### src/rtl/rv_mem_pkg.sv
// Shared types and constants for the byte-serial SRAM bridge.
//   mbb_state_t : bridge sequencer states
//   LANES       : byte lanes per core word
//   LANE_W      : width of a lane index
//   WAIT_W      : width of the strobe wait-state counter
package rv_mem_pkg;

  localparam int unsigned LANES  = 4;
  localparam int unsigned LANE_W = 2;
  localparam int unsigned WAIT_W = 4;

  typedef enum logic [2:0] {
    IDLE,
    SETUP,
    STROBE,
    HOLD,
    DONE
  } mbb_state_t;

endpackage

### src/rtl/mbb_lane_pick.sv
// Priority picker for the remaining-lane mask: returns the lowest set lane.
//   mask_i : lanes still to be transferred
//   lane_o : index of the lowest set bit (0 when the mask is empty)
//   any_o  : at least one lane remains
module mbb_lane_pick
  import rv_mem_pkg::*;
(
  input  logic [LANES-1:0]  mask_i,
  output logic [LANE_W-1:0] lane_o,
  output logic              any_o
);

  always_comb begin
    lane_o = '0;
    any_o  = |mask_i;
    // Walk downwards so the lowest set bit wins.
    for (int i = LANES - 1; i >= 0; i--) begin
      if (mask_i[i]) begin
        lane_o = LANE_W'(i);
      end
    end
  end

endmodule

### src/rtl/mem_byte_bridge.sv
// Memory-side slave of the rv core. A 32-bit request (addr, wdata, byte-lane
// wstrb) is run as byte-serial cycles on an 8-bit asynchronous SRAM, one byte
// per enabled lane in ascending order. Reads assemble the enabled lanes into a
// 32-bit word (disabled lanes read as zero). Completion is a one-cycle
// mem_data_ready pulse.
//
// Ports:
//   clk, rst_n                 clock, asynchronous active-low reset
//   mem_read, mem_write        core request (write wins if both set)
//   mem_addr, mem_wdata        byte address / lane-aligned write data
//   mem_wstrb                  enabled lanes, for reads and writes
//   mem_addr_ready             request fields valid this cycle
//   mem_rdata, mem_data_ready  assembled read word / completion pulse
//   sram_addr                  SRAM byte address {word address, lane}
//   sram_dq_o, sram_dq_i       SRAM write / read byte
//   sram_dq_oe                 drive enable for sram_dq_o
//   sram_ce_n/oe_n/we_n        active-low SRAM strobes
module mem_byte_bridge
  import rv_mem_pkg::*;
#(
  parameter int unsigned ADDR_W      = 16,
  parameter int unsigned WAIT_STATES = 1   // 0..15
) (
  input  logic              clk,
  input  logic              rst_n,
  input  logic              mem_read,
  input  logic              mem_write,
  input  logic [31:0]       mem_addr,
  input  logic [31:0]       mem_wdata,
  input  logic [3:0]        mem_wstrb,
  input  logic              mem_addr_ready,
  output logic [31:0]       mem_rdata,
  output logic              mem_data_ready,
  output logic [ADDR_W-1:0] sram_addr,
  output logic [7:0]        sram_dq_o,
  input  logic [7:0]        sram_dq_i,
  output logic              sram_dq_oe,
  output logic              sram_ce_n,
  output logic              sram_oe_n,
  output logic              sram_we_n
);

  mbb_state_t          state_q, state_d;
  logic [ADDR_W-3:0]   word_addr_q, word_addr_d;
  logic [31:0]         wdata_q, wdata_d;
  logic [LANES-1:0]    mask_q, mask_d;
  logic                write_q, write_d;
  logic [WAIT_W-1:0]   wait_q, wait_d;
  logic [31:0]         rdata_q, rdata_d;

  logic [LANE_W-1:0]   lane;
  logic                lane_any;
  logic                sram_active;

  // Address bits the bridge never uses: [1:0] are carried by wstrb and the
  // upper bits alias.
  logic unused_addr_bits;
  assign unused_addr_bits = ^{mem_addr[31:ADDR_W], mem_addr[1:0], lane_any};

  // Current lane is always the lowest bit still set in the remaining mask;
  // HOLD clears that bit, which advances to the next lane.
  mbb_lane_pick u_lane_pick (
    .mask_i (mask_q),
    .lane_o (lane),
    .any_o  (lane_any)
  );

  always_comb begin
    state_d     = state_q;
    word_addr_d = word_addr_q;
    wdata_d     = wdata_q;
    mask_d      = mask_q;
    write_d     = write_q;
    wait_d      = wait_q;
    rdata_d     = rdata_q;

    unique case (state_q)
      IDLE: begin
        if (mem_addr_ready && (mem_read || mem_write)) begin
          word_addr_d = mem_addr[ADDR_W-1:2];
          wdata_d     = mem_wdata;
          mask_d      = mem_wstrb;
          write_d     = mem_write;
          // Reads start from zero so disabled lanes return 8'h00.
          if (!mem_write) begin
            rdata_d = '0;
          end
          state_d = (|mem_wstrb) ? SETUP : DONE;
        end
      end
      SETUP: begin
        wait_d  = WAIT_W'(WAIT_STATES);
        state_d = STROBE;
      end
      STROBE: begin
        if (wait_q == '0) begin
          // Capture on the last strobe cycle, while oe_n is still low.
          if (!write_q) begin
            rdata_d[{lane, 3'b000} +: 8] = sram_dq_i;
          end
          state_d = HOLD;
        end else begin
          wait_d = wait_q - 1'b1;
        end
      end
      HOLD: begin
        mask_d  = mask_q & ~(LANES'(1) << lane);
        state_d = (|mask_d) ? SETUP : DONE;
      end
      DONE: begin
        state_d = IDLE;
      end
      default: begin
        state_d = IDLE;
      end
    endcase
  end

  always_ff @(posedge clk or negedge rst_n) begin
    if (!rst_n) begin
      state_q     <= IDLE;
      word_addr_q <= '0;
      wdata_q     <= '0;
      mask_q      <= '0;
      write_q     <= 1'b0;
      wait_q      <= '0;
      rdata_q     <= '0;
    end else begin
      state_q     <= state_d;
      word_addr_q <= word_addr_d;
      wdata_q     <= wdata_d;
      mask_q      <= mask_d;
      write_q     <= write_d;
      wait_q      <= wait_d;
      rdata_q     <= rdata_d;
    end
  end

  // SRAM pins decode straight from the state register, so an asynchronous
  // reset releases every strobe and the data driver in the same cycle.
  always_comb begin
    sram_active    = (state_q == SETUP) || (state_q == STROBE) || (state_q == HOLD);
    sram_ce_n      = !sram_active;
    sram_oe_n      = !((state_q == STROBE) && !write_q);
    sram_we_n      = !((state_q == STROBE) && write_q);
    sram_dq_oe     = sram_active && write_q;
    sram_dq_o      = wdata_q[{lane, 3'b000} +: 8];
    sram_addr      = {word_addr_q, lane};
    mem_data_ready = (state_q == DONE);
    mem_rdata      = rdata_q;
  end

endmodule

### config.mk
export PLATFORM = sky130hd
export DESIGN_NAME = mem_byte_bridge
export DESIGN_NICKNAME = d
export VERILOG_FILES = /design/src/rtl/rv_mem_pkg.sv /design/src/rtl/mbb_lane_pick.sv /design/src/rtl/mem_byte_bridge.sv
export SDC_FILE = /design/constraint.sdc
export NUM_CORES = 1
export LEC_CHECK = 0
export CAP_MARGIN = 20
export CORE_UTILIZATION = 49
export CTS_BUF_LIST = sky130_fd_sc_hd__clkbuf_4 sky130_fd_sc_hd__clkbuf_8 sky130_fd_sc_hd__clkbuf_16
export CTS_CLUSTER_DIAMETER = 40
export DETAILED_ROUTE_END_ITERATION = 10
export GPL_TIMING_DRIVEN = 1
export PLACE_DENSITY = 0.95
export REMOVE_ABC_BUFFERS = 1
export SYNTH_ARGS = -nofsm -noshare
export SYNTH_HDL_FRONTEND = slang
export SYNTH_SLANG_ARGS = --single-unit
### constraint.sdc
create_clock -name clk -period 6.67 [get_ports clk]
set_input_delay 1.334 -clock clk [delete_from_list [all_inputs] [get_ports clk]]
set_output_delay 1.334 -clock clk [all_outputs]
set_load 0.1 [all_outputs]
==> implementation parameters <==
Parameter                              Value

Final layout
  Most common library cell in the layout ignoring fill and taps    sky130_fd_sc_hd__clkdlybuf4s50_1
  Ratio of cells with drive above 1 in the final layout    0.115
  Post-route non-filler standard cell count    582
  Layout area overhead    34.7%
  Number of antenna repair diodes    0
  Layout fillers    610
  Register area    2250 um^2
  Area taken by multi-input logic gates    1730 um^2
  Net count, final    558
  Commonest non-fill, non-tap cells in the layout    sky130_fd_sc_hd__clkdlybuf4s50_1 (122), sky130_fd_sc_hd__dfrtp_1 (90), sky130_fd_sc_hd__inv_1 (33)

Worst setup path
  Peak fanout along the critical path    10
  Critical path data arrival time    3020 ps
  Element type at the critical path end    primary output
  Worst R2R Start    state_q[0]$_DFFE_PN0P_
  Terminus of the critical flop-to-flop path    wdata_q[9]$_DFFE_PN0P_
  Kind of start point of the critical path    register
  CP endpoint    sram_dq_o[6]
  Register-to-register setup slack    4270 ps
  Setup Crit Path Kind    reg -> out
  Cell depth of the worst flop-to-flop path    4
  Critical path required time    5340 ps
  Critical path startpoint    mask_q[1]$_DFFE_PN0P_

Detailed routing
  Starting DRC count in detailed routing    176
  Vias post-DR    3235
  Final routed wire length divided by cell count    16.7 um
  Count of nets left with antenna violations after detail routing    0
  Detail-routed via count per cell    5.56
  Post-route DRC violation count    0
  Final WL    9.75 mm
  Router iterations before antenna repair    4

Floorplan
  Std-Cell Rows    33
  Height of the chip    94.6 um
  Initial Util    0.509
  Floorplan core area    8260 um^2
  Die span in x    94.6 um
  Die area    8960 um^2
  IO Count    142

Yosys
  Number of library cell types mapped by synthesis    46
  Warnings, synthesis    0
  Post-synthesis sequential element count    90
  Combined area of all synthesized cells    4210 um^2
  Share of flip-flops with an asynchronous set or reset after synthesis    1.00
  Synthesized area per cell    11.8 um^2
  Number of flops mapped to enable cells by yosys    0
  Proportion of synthesized chip area in sequential cells    0.536
  Synthesized instance count    357
  Top flip-flop cell by instance count after synthesis    sky130_fd_sc_hd__dfrtp_1

Global route
  Global-route wire length before repair    15.7 mm
  Global-route total usage across every layer    0.228
  Remaining global-route overflow    0
  Maximum number of pins on one net before global-route repair    54
  Number of antenna violations at the first check in global routing    0
  Via count of the first global-routing pass    3255

Min path
  Class of the tightest hold or removal check    reg -> reg

Clock network
  CTS H-tree depth    3
  CTS resizes    0
  Number of buffers inserted by post-CTS setup repair    0
  Clock-pin slew on the worst setup and hold paths    90 ps
  CTS tree    yes
  Clock tree sinks    90
  Clock root cell    sky130_fd_sc_hd__clkbuf_8
  Clk Latency, worst-skew pair    360 ps
  Clock buffers created by TritonCTS    9
  Hold_buf cts    0
  Clock Path Buffers    2

Placement
  Final HPWL from detailed placement    7.18 mm
  Port buffer count    123
  Final RePlAce weighted congestion    0.809
  Cell Count Post-Placement    566

STA
  Worst clock skew    15.5 ps
  Final-report max-slew violation count    0
  Worst slew margin relative to its limit    0.324
  # setup viols final    0
  Final Critical Period    4350 ps
  Max frequency    230 MHz
  Setup repair after global routing missed its margin    no
  Post-route clock period utilization    0.652
  Final hold vios    0
  Post-route setup TNS    0 ps
  Least-Margin Pin Slew    1010 ps

Run
  Max-cap viol count    0

Run status
  Status    complete, no violations
## registers in the layout, indices dropped and copies added, names as in the netlist
register and count:
mem_rdata 32, wdata_q 32, word_addr_q 14, mask_q 4, wait_q 4, state_q 3, write_q 1
## synth_stat cells (3+ instances only)
library cell	number	share of area
sky130_fd_sc_hd__o22ai_1	3	0.0045
sky130_fd_sc_hd__nor2_1	5	0.0045
sky130_fd_sc_hd__nand4_1	16	0.024
sky130_fd_sc_hd__nand2b_1	4	0.0059
sky130_fd_sc_hd__mux2i_1	24	0.057
sky130_fd_sc_hd__a22oi_1	8	0.014
sky130_fd_sc_hd__nand2_1	20	0.018
sky130_fd_sc_hd__mux2_2	24	0.064
sky130_fd_sc_hd__dfrtp_1	90	0.54
sky130_fd_sc_hd__a22o_1	11	0.023
sky130_fd_sc_hd__inv_1	33	0.029
sky130_fd_sc_hd__buf_2	11	0.013
sky130_fd_sc_hd__mux2_1	23	0.062
sky130_fd_sc_hd__o21ai_1	8	0.0095
sky130_fd_sc_hd__clkbuf_1	8	0.0071
sky130_fd_sc_hd__o21ai_0	22	0.026
sky130_fd_sc_hd__ha_1	5	0.015
sky130_fd_sc_hd__a21oi_1	5	0.0059
## layout make-up
type / count / area share
flip-flops and latches: 90 / 0.398
repair buffers: 126 / 0.221
clock buffers: 9 / 0.0219
clock inverters: 7 / 0.00928
inverters: 33 / 0.0219
well taps: 105 / 0.0232
multi-input cells: 212 / 0.305
## critical path, cell delays in order (launching register included)
cell and delay [ps]:
sky130_fd_sc_hd__dfrtp_1 480, sky130_fd_sc_hd__nor4b_4 700, sky130_fd_sc_hd__a22oi_1 170, sky130_fd_sc_hd__o21ai_0 150
sky130_fd_sc_hd__clkdlybuf4s50_1 1170
## cell families after synthesis
group                      after synthesis  share of synthesized area
AOI/OAI and AO/OA                       70                      0.114
adders and majority gates                5                     0.0149
buffers and inverters                   55                     0.0550
DFF                                     90                      0.536
muxes                                   71                      0.183
and+or+nand+nor                         66                     0.0976
## worst min-delay path by stage
stage / start / endpoint / slack (ps) / cells after the start
final: word_addr_q[13]$_DFFE_PN0P_ / word_addr_q[13]$_DFFE_PN0P_ / 490 / 1
after global placement: word_addr_q[4]$_DFFE_PN0P_ / word_addr_q[4]$_DFFE_PN0P_ / 470 / 1
after CTS: word_addr_q[13]$_DFFE_PN0P_ / word_addr_q[13]$_DFFE_PN0P_ / 500 / 1
after global routing: wdata_q[24]$_DFFE_PN0P_ / wdata_q[24]$_DFFE_PN0P_ / 520 / 1
after detailed placement: wdata_q[10]$_DFFE_PN0P_ / wdata_q[10]$_DFFE_PN0P_ / 470 / 1
after floorplan: wdata_q[10]$_DFFE_PN0P_ / wdata_q[10]$_DFFE_PN0P_ / 460 / 1
## routing by layer
| metal | track usage | part of all wire | vias up |
|---|---|---|---|
| met5 | 0 | 0 | - |
| met4 | 0.0808 | 0.018 | 0 |
| met3 | 0.0628 | 0.080 | 17 |
| met2 | 0.387 | 0.49 | 131 |
| met1 | 0.278 | 0.41 | 1585 |
| li1 | - | - | 1502 |
## through the flow
| step | hold WS (ps) | utilization | worst slack [ps] | instance area, um^2 |
|---|---|---|---|---|
| 2_1_floorplan | 457 | - | 1020 | 4100 |
| 3_3_place_gp | 467 | 0.665 | 2770 | 5490 |
| 3_5_place_dp | 474 | 0.665 | 2700 | 5490 |
| 4_1_cts | 495 | 0.686 | 2290 | 5670 |
| 5_1_grt | 521 | 0.686 | 2180 | 5670 |
| 6_report | 490 | 0.686 | 2320 | 5670 |
Power is left out: the tool's default activity adds up to more than one toggle a clock period on the data nets, which glitch-free logic cannot reach.
